$ cat src/rtl/vga_sync.sv
// vga_sync: VGA timing generator.
//
// A clock divider produces one pixel period every CLK_DIV clk cycles. A
// horizontal counter (h) steps once per pixel period. A vertical counter (v)
// steps when h wraps. The sync pulses are registered and are computed from
// the next-state counts, so they change on the same edge as x/y.
//
// Ports
//   clk        in   system clock, rising edge
//   reset      in   synchronous, active-high reset
//   hsync      out  horizontal sync, active low
//   vsync      out  vertical sync, active low
//   video_on   out  high while (x, y) is inside the visible area
//   p_tick     out  high on the last clk of each pixel period
//   x          out  current pixel column (h counter)
//   y          out  current line (v counter)
//   frame_tick out  high on the last clk of each frame

module vga_sync #(
    parameter int CLK_DIV   = 4,
    parameter int H_DISPLAY = 640,
    parameter int H_FRONT   = 16,
    parameter int H_SYNC    = 96,
    parameter int H_BACK    = 48,
    parameter int V_DISPLAY = 480,
    parameter int V_FRONT   = 10,
    parameter int V_SYNC    = 2,
    parameter int V_BACK    = 33
) (
    input  logic       clk,
    input  logic       reset,
    output logic       hsync,
    output logic       vsync,
    output logic       video_on,
    output logic       p_tick,
    output logic [9:0] x,
    output logic [9:0] y,
    output logic       frame_tick
);

    localparam int H_TOTAL = H_DISPLAY + H_FRONT + H_SYNC + H_BACK;
    localparam int V_TOTAL = V_DISPLAY + V_FRONT + V_SYNC + V_BACK;
    localparam int DIV_W   = (CLK_DIV > 1) ? $clog2(CLK_DIV) : 1;

    localparam logic [DIV_W-1:0] DIV_LAST = DIV_W'(CLK_DIV - 1);
    localparam logic [9:0] H_LAST       = 10'(H_TOTAL - 1);
    localparam logic [9:0] V_LAST       = 10'(V_TOTAL - 1);
    localparam logic [9:0] H_VIS        = 10'(H_DISPLAY);
    localparam logic [9:0] V_VIS        = 10'(V_DISPLAY);
    localparam logic [9:0] H_SYNC_FIRST = 10'(H_DISPLAY + H_FRONT);
    localparam logic [9:0] H_SYNC_LAST  = 10'(H_DISPLAY + H_FRONT + H_SYNC - 1);
    localparam logic [9:0] V_SYNC_FIRST = 10'(V_DISPLAY + V_FRONT);
    localparam logic [9:0] V_SYNC_LAST  = 10'(V_DISPLAY + V_FRONT + V_SYNC - 1);

    logic [DIV_W-1:0] div_q, div_d;
    logic [9:0]       h_q, h_d;
    logic [9:0]       v_q, v_d;
    logic             hsync_q, hsync_d;
    logic             vsync_q, vsync_d;
    logic             pix_last;
    logic             h_last;
    logic             v_last;

    always_comb begin
        pix_last = (div_q == DIV_LAST);
        h_last   = (h_q == H_LAST);
        v_last   = (v_q == V_LAST);

        div_d = pix_last ? '0 : div_q + DIV_W'(1);
        h_d   = h_q;
        v_d   = v_q;

        if (pix_last) begin
            if (h_last) begin
                h_d = '0;
                v_d = v_last ? '0 : v_q + 10'd1;
            end else begin
                h_d = h_q + 10'd1;
            end
        end

        // Sync is decoded from the next counts so the registered pulse
        // lines up with the registered x/y it belongs to.
        hsync_d = !((h_d >= H_SYNC_FIRST) && (h_d <= H_SYNC_LAST));
        vsync_d = !((v_d >= V_SYNC_FIRST) && (v_d <= V_SYNC_LAST));
    end

    always_ff @(posedge clk) begin
        if (reset) begin
            div_q   <= '0;
            h_q     <= '0;
            v_q     <= '0;
            hsync_q <= 1'b1;
            vsync_q <= 1'b1;
        end else begin
            div_q   <= div_d;
            h_q     <= h_d;
            v_q     <= v_d;
            hsync_q <= hsync_d;
            vsync_q <= vsync_d;
        end
    end

    assign x          = h_q;
    assign y          = v_q;
    assign hsync      = hsync_q;
    assign vsync      = vsync_q;
    assign p_tick     = pix_last;
    assign video_on   = (h_q < H_VIS) && (v_q < V_VIS);
    assign frame_tick = pix_last && h_last && v_last;

endmodule

$ cat config.mk
export PLATFORM = sky130hd
export DESIGN_NAME = vga_sync
export DESIGN_NICKNAME = d
export VERILOG_FILES = /design/src/rtl/vga_sync.sv
export SDC_FILE = /design/constraint.sdc
export NUM_CORES = 1
export LEC_CHECK = 0
export CELL_PAD_IN_SITES_DETAIL_PLACEMENT = 0
export CELL_PAD_IN_SITES_GLOBAL_PLACEMENT = 2
export CORE_AREA = 8 8 77 79
export DETAILED_ROUTE_END_ITERATION = 10
export DIE_AREA = 0 0 85 87
export PLACE_DENSITY = 0.74
export SKIP_CTS_REPAIR_TIMING = 1
export SYNTH_ARGS = -nofsm -noshare
export SYNTH_HDL_FRONTEND = slang
export SYNTH_SLANG_ARGS = --single-unit
export TNS_END_PERCENT = 10
$ cat constraint.sdc
create_clock -name clk -period 2.4 [get_ports clk]
set_input_delay 0.48 -clock clk [delete_from_list [all_inputs] [get_ports clk]]
set_output_delay 0.48 -clock clk [all_outputs]
set_load 0.005 [all_outputs]
==> out/metrics.yaml <==
route:
  vias_per_cell: 4.96
  vias: 1260
  drt-wirelength-per-cell_um: 14.5
  detail_route.first_pass.iterations: 4
  ant_nets: 0
  drc: 0
  drt_iter0_drc: 27
  wl_um: 3690
cells_and_area:
  num-nets-final: 206
  final_cells: 254
  syn_to_final_growth_pct: 32.7
  final_layout_size_suffix_gt1_share_pct: 18.7
  final_util_pct: 37.7
  diodes: 0
global_routing:
  grt_util_all_layers_pct: 10.3
  grt_pass1_vias: 1241
  overflow: 0
  antenna_found_initial: 0
  grt_pass1_wl_um: 6170
  grt_max_degree: 13
clocking:
  clock_sinks: 24
  htreeDepth: 1
  numCtsBuffers: 3
  clockBufferDepth: 2
  root_buffer: "clkbuf_8"
  clk_latency_ps: 260
  path_clk_slew_ps: 80
  cts_tree: "built"
floorplan:
  die_w_um: 85
  core_area_mm2: 0.00485
  start_util_pct: 28.4
  rows: 26
  die_area_mm2: 0.00740
  die_h_um: 87
  num_io_pins: 27
setup_path:
  startpoint_type: "register"
  worstPathMaxFanout: 10
  crit_type: "reg -> reg"
  end_kind: "register"
  cp.required_ps: 2600
  worstPathArrival_ps: 2450
timing:
  fmax_mhz: 445
  slew_headroom_pct: 68.5
  hold_ws_ps: 431
  finalCritPeriodShare_pct: 93.7
  rsz0062_at_grt: "no"
  period_needed_ps: 2250
  tightest_slew_ps: 469
  setup_viol: 0
  maxSlewViolCount: 0
  worst_clock_skew_ps: 2.80
  final_hold_viol_count: 0
synthesis:
  ys_seq_elements: 24
  syn_nets: 161
  synthTopCellsByArea: "dfxtp_1 35%, xnor2_1 8.9%, nor2_1 6.5%, ha_1 3.6%, nand2_1 3.5%"
  synth_area_mm2: 0.00138
  yosysWarnings: 0
  syn_area_per_cell_um2: 8.88
  synthCells: 155
  async_flop_share_pct: 0
  synth_cell_types: 41
  ys.flop_type: "dfxtp_1"
  synth_top_area_cell: "dfxtp_1"
  synth_top_area_share_pct: 34.9
  synth-edff-count: 0
  synth_common_cells: "24 x dfxtp_1, 24 x nor2_1, 14 x xnor2_1, 13 x nand2_1"
  seq_area_frac_synth_pct: 34.9
worst_hold_path:
  hp-class: "reg -> reg"
power:
  peakVddDrop_uv: 164
  p_leak_nw: 0.647
  power_density_mw_per_mm2: 372
placement:
  dp.cells: 248
  dpl.hpwl_um: 2760
  place.gp.congestion: 0.799
  portBuffers: 26
run:
  cap_violations: 0
run_status:
  status: "finished clean"
-- metal layers --
metal  global-route usage [%]  vias to the layer above  wire (um)
li1                         -                      627          -
met1                     12.3                      599       1700
met2                     17.2                       29       1760
met3                     2.92                        5        193
met4                     3.40                        0         41
met5                        0                        -          0
-- state kept, by name, summed over array words and instances, names as in the netlist --
| register | count |
|---|---|
| div_q | 2 |
| hsync | 1 |
| vsync | 1 |
| x | 10 |
| y | 10 |
-- critical path, stage by stage, from the launching register on --
cell and delay [ps]:
dfxtp_2 370, ha_1 200, nand4_1 170, buf_4 190, or4b_4 550, o311a_2 400, a31o_2 220, nand4b_1 90
-- logic make-up after synthesis --
group | Yosys count | synth area share [%]
buf+inv | 13 | 9.45
fa+ha+maj | 4 | 3.64
simple gates | 75 | 29.9
flops | 24 | 34.9
xor+xnor | 19 | 12.1
mux | 1 | 0.727
compound gates | 19 | 9.27
-- where the power goes --
part / internal (mW) / leakage, nW / total, mW / switching [mW]
Sequential: 0.404 / 0.195 / 0.407 / 0.00337
Combinational: 0.0144 / 0.431 / 0.0318 / 0.0174
Clock: 0.112 / 0.0216 / 0.240 / 0.128
-- cell usage in the layout, fill, tap and decap left out, types with 5 or more instances in the layout --
cell,instances
buf_4,21
nand4_1,6
a21oi_1,6
inv_1,6
clkdlybuf4s50_1,25
nor3_1,6
nand2_1,13
dfxtp_1,22
xor2_1,5
nor2_1,23
xnor2_1,14
-- through the flow --
| step | power, mW | area, um^2 | worst slack [ps] | TNS [ps] |
|---|---|---|---|---|
| 2_1_floorplan | 0.436 | 1380 | 349 | 0 |
| 3_3_place_gp | 0.448 | 1730 | 175 | 0 |
| 3_5_place_dp | 0.448 | 1730 | 105 | 0 |
| 4_1_cts | 0.692 | 1780 | -197 | -197 |
| 5_1_grt | 0.711 | 1830 | 24.7 | 0 |
| 6_report | 0.679 | 1830 | 151 | 0 |
-- worst paths after layout --
path	start	endpoint	slack [ps]	cells past startpoint
setup / recovery	x[0]$_SDFF_PP0_	vsync$_SDFF_PP1_	150	7
hold / removal	div_q[0]$_SDFF_PP0_	div_q[0]$_SDFF_PP0_	430	1
setup reg to reg	x[0]$_SDFF_PP0_	vsync$_SDFF_PP1_	150	7
hold reg to reg	div_q[0]$_SDFF_PP0_	div_q[0]$_SDFF_PP0_	430	1
-- area by class of cell --
type,instances,area (um^2)
fill,486,3020
sequential,24,483
tap,56,70.1
inverter,6,22.5
clock buffer,3,41.3
multi-input combinational,118,790
timing repair buffer,47,420
Note: power is estimated with default switching activity, not from simulation.
